===== src/rtl/flasher_seq_ctrl.sv =====
// LED bar sequencer: walks a bar level through a programmable table of waypoints
// at a prescaled rate. The flick button starts a run or kicks a descent back up.
module flasher_seq_ctrl #(
  parameter int LED_W = 16,
  parameter int LVL_W = 5,
  parameter int NSEG  = 8,
  parameter int IDX_W = 3,
  parameter int DIV_W = 8
) (
  input  logic             clk,
  input  logic             reset,
  input  logic             flick,
  input  logic             cfg_we,
  input  logic [IDX_W-1:0] cfg_addr,
  input  logic [LVL_W-1:0] cfg_data,
  input  logic [IDX_W:0]   cfg_len,
  input  logic [DIV_W-1:0] div,
  output logic             busy,
  output logic             done,
  output logic [IDX_W-1:0] seg_idx,
  output logic [LVL_W-1:0] level,
  output logic [LED_W-1:0] LED
);

  typedef enum logic {IDLE, RUN} state_t;

  state_t           state;
  logic             dir_up;
  logic             flick_q;
  logic [DIV_W-1:0] presc;
  logic [IDX_W:0]   len_r;
  logic [LVL_W-1:0] wp [NSEG];

  logic             fe;
  logic             tick;
  logic             kick;
  logic             last_seg;
  logic             reached;
  logic [LVL_W-1:0] tgt;
  logic [LVL_W-1:0] nxt_tgt;
  logic [LVL_W-1:0] step_lvl;
  logic [LVL_W-1:0] level_n;

  function automatic logic [LVL_W-1:0] wp_default(input int i);
    case (i)
      0:       wp_default = LVL_W'(16);
      1:       wp_default = LVL_W'(6);
      2:       wp_default = LVL_W'(11);
      4:       wp_default = LVL_W'(6);
      default: wp_default = '0;
    endcase
  endfunction

  function automatic logic [LVL_W-1:0] clamp_lvl(input logic [LVL_W-1:0] d);
    if (d > LVL_W'(LED_W)) return LVL_W'(LED_W);
    return d;
  endfunction

  function automatic logic [IDX_W:0] clamp_len(input logic [IDX_W:0] n);
    if (n == '0) return (IDX_W+1)'(1);
    if (n > (IDX_W+1)'(NSEG)) return (IDX_W+1)'(NSEG);
    return n;
  endfunction

  // Shifting all-ones by the level leaves exactly `level` low bits clear; a
  // full-scale level shifts everything out and yields an all-ones image.
  function automatic logic [LED_W-1:0] therm(input logic [LVL_W-1:0] lvl);
    return ~({LED_W{1'b1}} << lvl);
  endfunction

  always_comb begin
    fe       = flick & ~flick_q;
    tick     = (state == RUN) && (presc == div);
    tgt      = wp[seg_idx];
    nxt_tgt  = wp[seg_idx + IDX_W'(1)];
    last_seg = ({1'b0, seg_idx} == (len_r - (IDX_W+1)'(1)));
    kick     = (state == RUN) && fe && !dir_up && !last_seg && (seg_idx != '0);

    step_lvl = level;
    if (level != tgt) begin
      if (dir_up) step_lvl = level + LVL_W'(1);
      else        step_lvl = level - LVL_W'(1);
    end
    reached = (step_lvl == tgt);

    // Next level drives both the level register and its LED image so they align.
    level_n = level;
    if (state == IDLE) begin
      level_n = '0;
    end else if (tick && !kick) begin
      level_n = (reached && last_seg) ? '0 : step_lvl;
    end
  end

  always_ff @(posedge clk) begin
    if (reset) begin
      state   <= IDLE;
      dir_up  <= 1'b1;
      flick_q <= 1'b0;
      presc   <= '0;
      len_r   <= (IDX_W+1)'(1);
      seg_idx <= '0;
      level   <= '0;
      LED     <= '0;
      busy    <= 1'b0;
      done    <= 1'b0;
      for (int i = 0; i < NSEG; i++) wp[i] <= wp_default(i);
    end else begin
      flick_q <= flick;
      done    <= 1'b0;
      level   <= level_n;
      LED     <= therm(level_n);
      case (state)
        IDLE: begin
          if (cfg_we) wp[cfg_addr] <= clamp_lvl(cfg_data);
          if (fe) begin
            state   <= RUN;
            busy    <= 1'b1;
            seg_idx <= '0;
            presc   <= '0;
            dir_up  <= 1'b1;
            len_r   <= clamp_len(cfg_len);
          end
        end
        RUN: begin
          if (kick) begin
            seg_idx <= seg_idx - IDX_W'(1);
            dir_up  <= 1'b1;
            presc   <= '0;
          end else begin
            presc <= tick ? '0 : presc + DIV_W'(1);
            if (tick && reached) begin
              if (last_seg) begin
                state   <= IDLE;
                busy    <= 1'b0;
                done    <= 1'b1;
                seg_idx <= '0;
              end else begin
                seg_idx <= seg_idx + IDX_W'(1);
                dir_up  <= (nxt_tgt >= step_lvl);
              end
            end
          end
        end
        default: state <= IDLE;
      endcase
    end
  end

endmodule


===== config.mk =====
export PLATFORM = sky130hd
export DESIGN_NAME = flasher_seq_ctrl
export DESIGN_NICKNAME = d
export VERILOG_FILES = /design/src/rtl/flasher_seq_ctrl.sv
export SDC_FILE = /design/constraint.sdc
export NUM_CORES = 1
export LEC_CHECK = 0
export ABC_AREA = 1
export CAP_MARGIN = 40
export CELL_PAD_IN_SITES_DETAIL_PLACEMENT = 1
export CELL_PAD_IN_SITES_GLOBAL_PLACEMENT = 1
export CORE_ASPECT_RATIO = 0.9
export CORE_MARGIN = 3
export CORE_UTILIZATION = 25
export DETAILED_ROUTE_END_ITERATION = 16
export PLACE_DENSITY = 0.54
export SLEW_MARGIN = 20
export SYNTH_ARGS = -nofsm -noshare
export SYNTH_HDL_FRONTEND = slang
export SYNTH_SLANG_ARGS = --single-unit
export TNS_END_PERCENT = 5

===== constraint.sdc =====
create_clock -name clk -period 2.7 [get_ports clk]
set_input_delay 0.54 -clock clk [delete_from_list [all_inputs] [get_ports clk]]
set_output_delay 0.54 -clock clk [all_outputs]
set_load 0.1 [all_outputs]

==> results.cfg <==
[routing]
drcViolationCount = 0
ant_nets = 0
num_vias = 4779
drt_iter0_markers = 225
viasPerCell = 4.60
wl_per_cell_um = 16.4
firstDrtPassIters = 4
drt-total-wl_um = 17000

[placed_design]
hpwl_um = 13000
gp_congestion = 0.874
portBuffers = 49
dp_slack_ns = -0.216

[setup_path]
r2r_end = dir_up
cp-startpoint = seg_idx[1]
timing.critical_path.to_type = flip-flop
r2r_cells = 14
crit_type = reg -> reg
reg2reg_setup_slack_ns = 0.007
cp_max_fo = 12
start_kind = flip-flop
r2r-start = seg_idx[1]
arrival_ns = 2.92
worstPathRequired_ns = 2.92

[power_and_ir_drop]
ir_worst_vdd_mv = 0.309
leakagePower_nw = 2.93
power_mw = 3.87
power.density_nw_per_um2 = 578

[timing]
setup-tns-final_ns = 0
clock_skew_ns = 0.00731
tightest_slew_ns = 0.842
final_hold_viol_count = 0
period_needed_ns = 2.69
fin_ws_ns = 0.00719
post-route-period-util = 0.997
rsz0062_at_grt = true
final-setup-viol-count = 0
slew_headroom = 0.435
finalMaxSlewViolations = 0
max_freq_ghz = 0.371
whs_ns = 0.471

[yosys]
syn_area_per_cell_um2 = 7.27
synth.yosys.seq_area_share = 0.419
synth_most_common_cell = nand2_1
ys.flop_type = dfxtp_1
synthArstFlopShare = 0
syn-num-nets = 715
ys_seq_elements = 83
synth_area_leader_cell = edfxtp_1
netlist_instances = 677
ys_warn_count = 0
synth_common_cells = nand2_1, inv_1, nor2_1
synth_top_area_frac = 0.244
synth_cell_type_count = 39
netlist_area_um2 = 4920
yosys-top-cells-area = edfxtp_1, dfxtp_1, nand2_1, inv_1, nor2_1
synth_edf_count = 40

[worst_hold_path]
min_delay_worst_endpoint = len_r[1]
hp-class = reg -> reg
min_from = len_r[1]
holdPathStages = 2

[grt]
gr-total-overflow = 0
grt_max_degree = 38
grt_pass1_vias = 5073
antenna_found_initial = 0
grt_pass1_wl_um = 26900
grt_usage = 0.159

[clock_tree]
cts_max_level = 3
clk_latency_ns = 0.36
cts_sinks = 83
cts_root_buf = clkbuf_16
numCtsBuffers = 9
clockBufferDepth = 2
cts_tree = yes
cts_hold_buf = 0
clk_pin_slew_ns = 0.07

[floorplanning]
start_util = 0.255
fp-row-count = 48
die_h_um = 139
fp.dieW_um = 154
dieArea_um2 = 21400
core-area_um2 = 19300
io_pins = 50

[layout]
fin_nets = 822
drive_above_1_share = 0.241
utilization = 0.347
diodes = 0
area_growth_pct = 35.9

[flow_run]
maxCapViolCount = 0

[status]
status = finished clean
[critical path, cell delays in order (launching register included)]
cell	delay, ns
dfxtp_2	0.38
inv_1	0.11
ha_1	0.35
buf_4	0.22
a21oi_1	0.05
o21ai_0	0.09
nand2_1	0.10
o21ai_0	0.41
ha_4	0.28
a21oi_2	0.12
o21bai_1	0.08
a21oi_1	0.14
o21ai_1	0.08
nand3_1	0.07
nand3_1	0.07
[timing repair]
| action | in CTS | in global routing |
|---|---|---|
| buffers inserted | 1 | 3 |
| cloned | 0 | 3 |
| gates resized for setup | 11 | 62 |
| hold endpoints to repair | 0 | 0 |
| setup endpoints to repair | 20 | 31 |
| pin swaps | 1 | 25 |
[how the worst max path moves through the flow]
stage | slack [ns] | depth (start not counted) | to
after floorplan | -0.04 | 15 | dir_up
after global placement | -0.12 | 15 | seg_idx[1]
after detailed placement | -0.22 | 11 | LED[13]
after CTS | -0.003 | 18 | dir_up
after global routing | -0.21 | 14 | dir_up
final | 0.007 | 14 | dir_up
[logic make-up after synthesis]
| logic type | share of synthesized area |
|---|---|
| buf+inv | 0.0937 |
| fa+ha+maj | 0.0371 |
| simple gates | 0.320 |
| xor+xnor | 0.0287 |
| compound gates | 0.102 |
| flops | 0.419 |
[area by class of cell]
cell class | instances | area [um2]
inverter | 98 | 373
timing repair buffer | 112 | 953
multi-input combinational | 480 | 2650
tap | 250 | 313
clock buffer | 9 | 225
fill | 2335 | 12600
clock inverter | 7 | 98.8
sequential | 83 | 2080
[flip-flops by register name (all words and copies together) (netlist names), named ones only]
signal,cells
busy,1
state,1
level,5
wp,40
LED,15
flick_q,1
seg_idx,3
done,1
dir_up,1
presc,8
len_r,4
[per-stage QoR]
| stage | cells | cell area, um2 |
|---|---|---|
| floorplan | 677 | 4940 |
| global placement | 1016 | 6020 |
| CTS | 1033 | 6390 |
| global route | 1039 | 6690 |
| finish | 1039 | 6690 |
| detailed placement | 1016 | 6020 |
[power breakdown]
| part | switching [mW] | internal, mW |
|---|---|---|
| registers | 0.0394 | 1.36 |
| logic | 0.645 | 0.422 |
| clock network | 0.585 | 0.818 |
[routing by layer]
metal	vias to the layer above	GRT usage	routed length [um]
li1	2406	-	-
met1	2302	0.219	8530
met2	57	0.256	7820
met3	14	0.0331	475
met4	0	0.0358	208
met5	-	0	0
[cell usage in the layout (no fill, tap or decap), types with 12 or more instances in the layout]
master	n
clkdlybuf4s50_1	23
nand3_1	35
nand2_1	162
o21ai_0	32
edfxtp_1	40
nand3_2	12
nor2_1	83
inv_1	90
buf_4	84
dfxtp_1	34
a21oi_1	37
nand2_2	23
No activity file was read; power rests on OpenSTA's default activity.
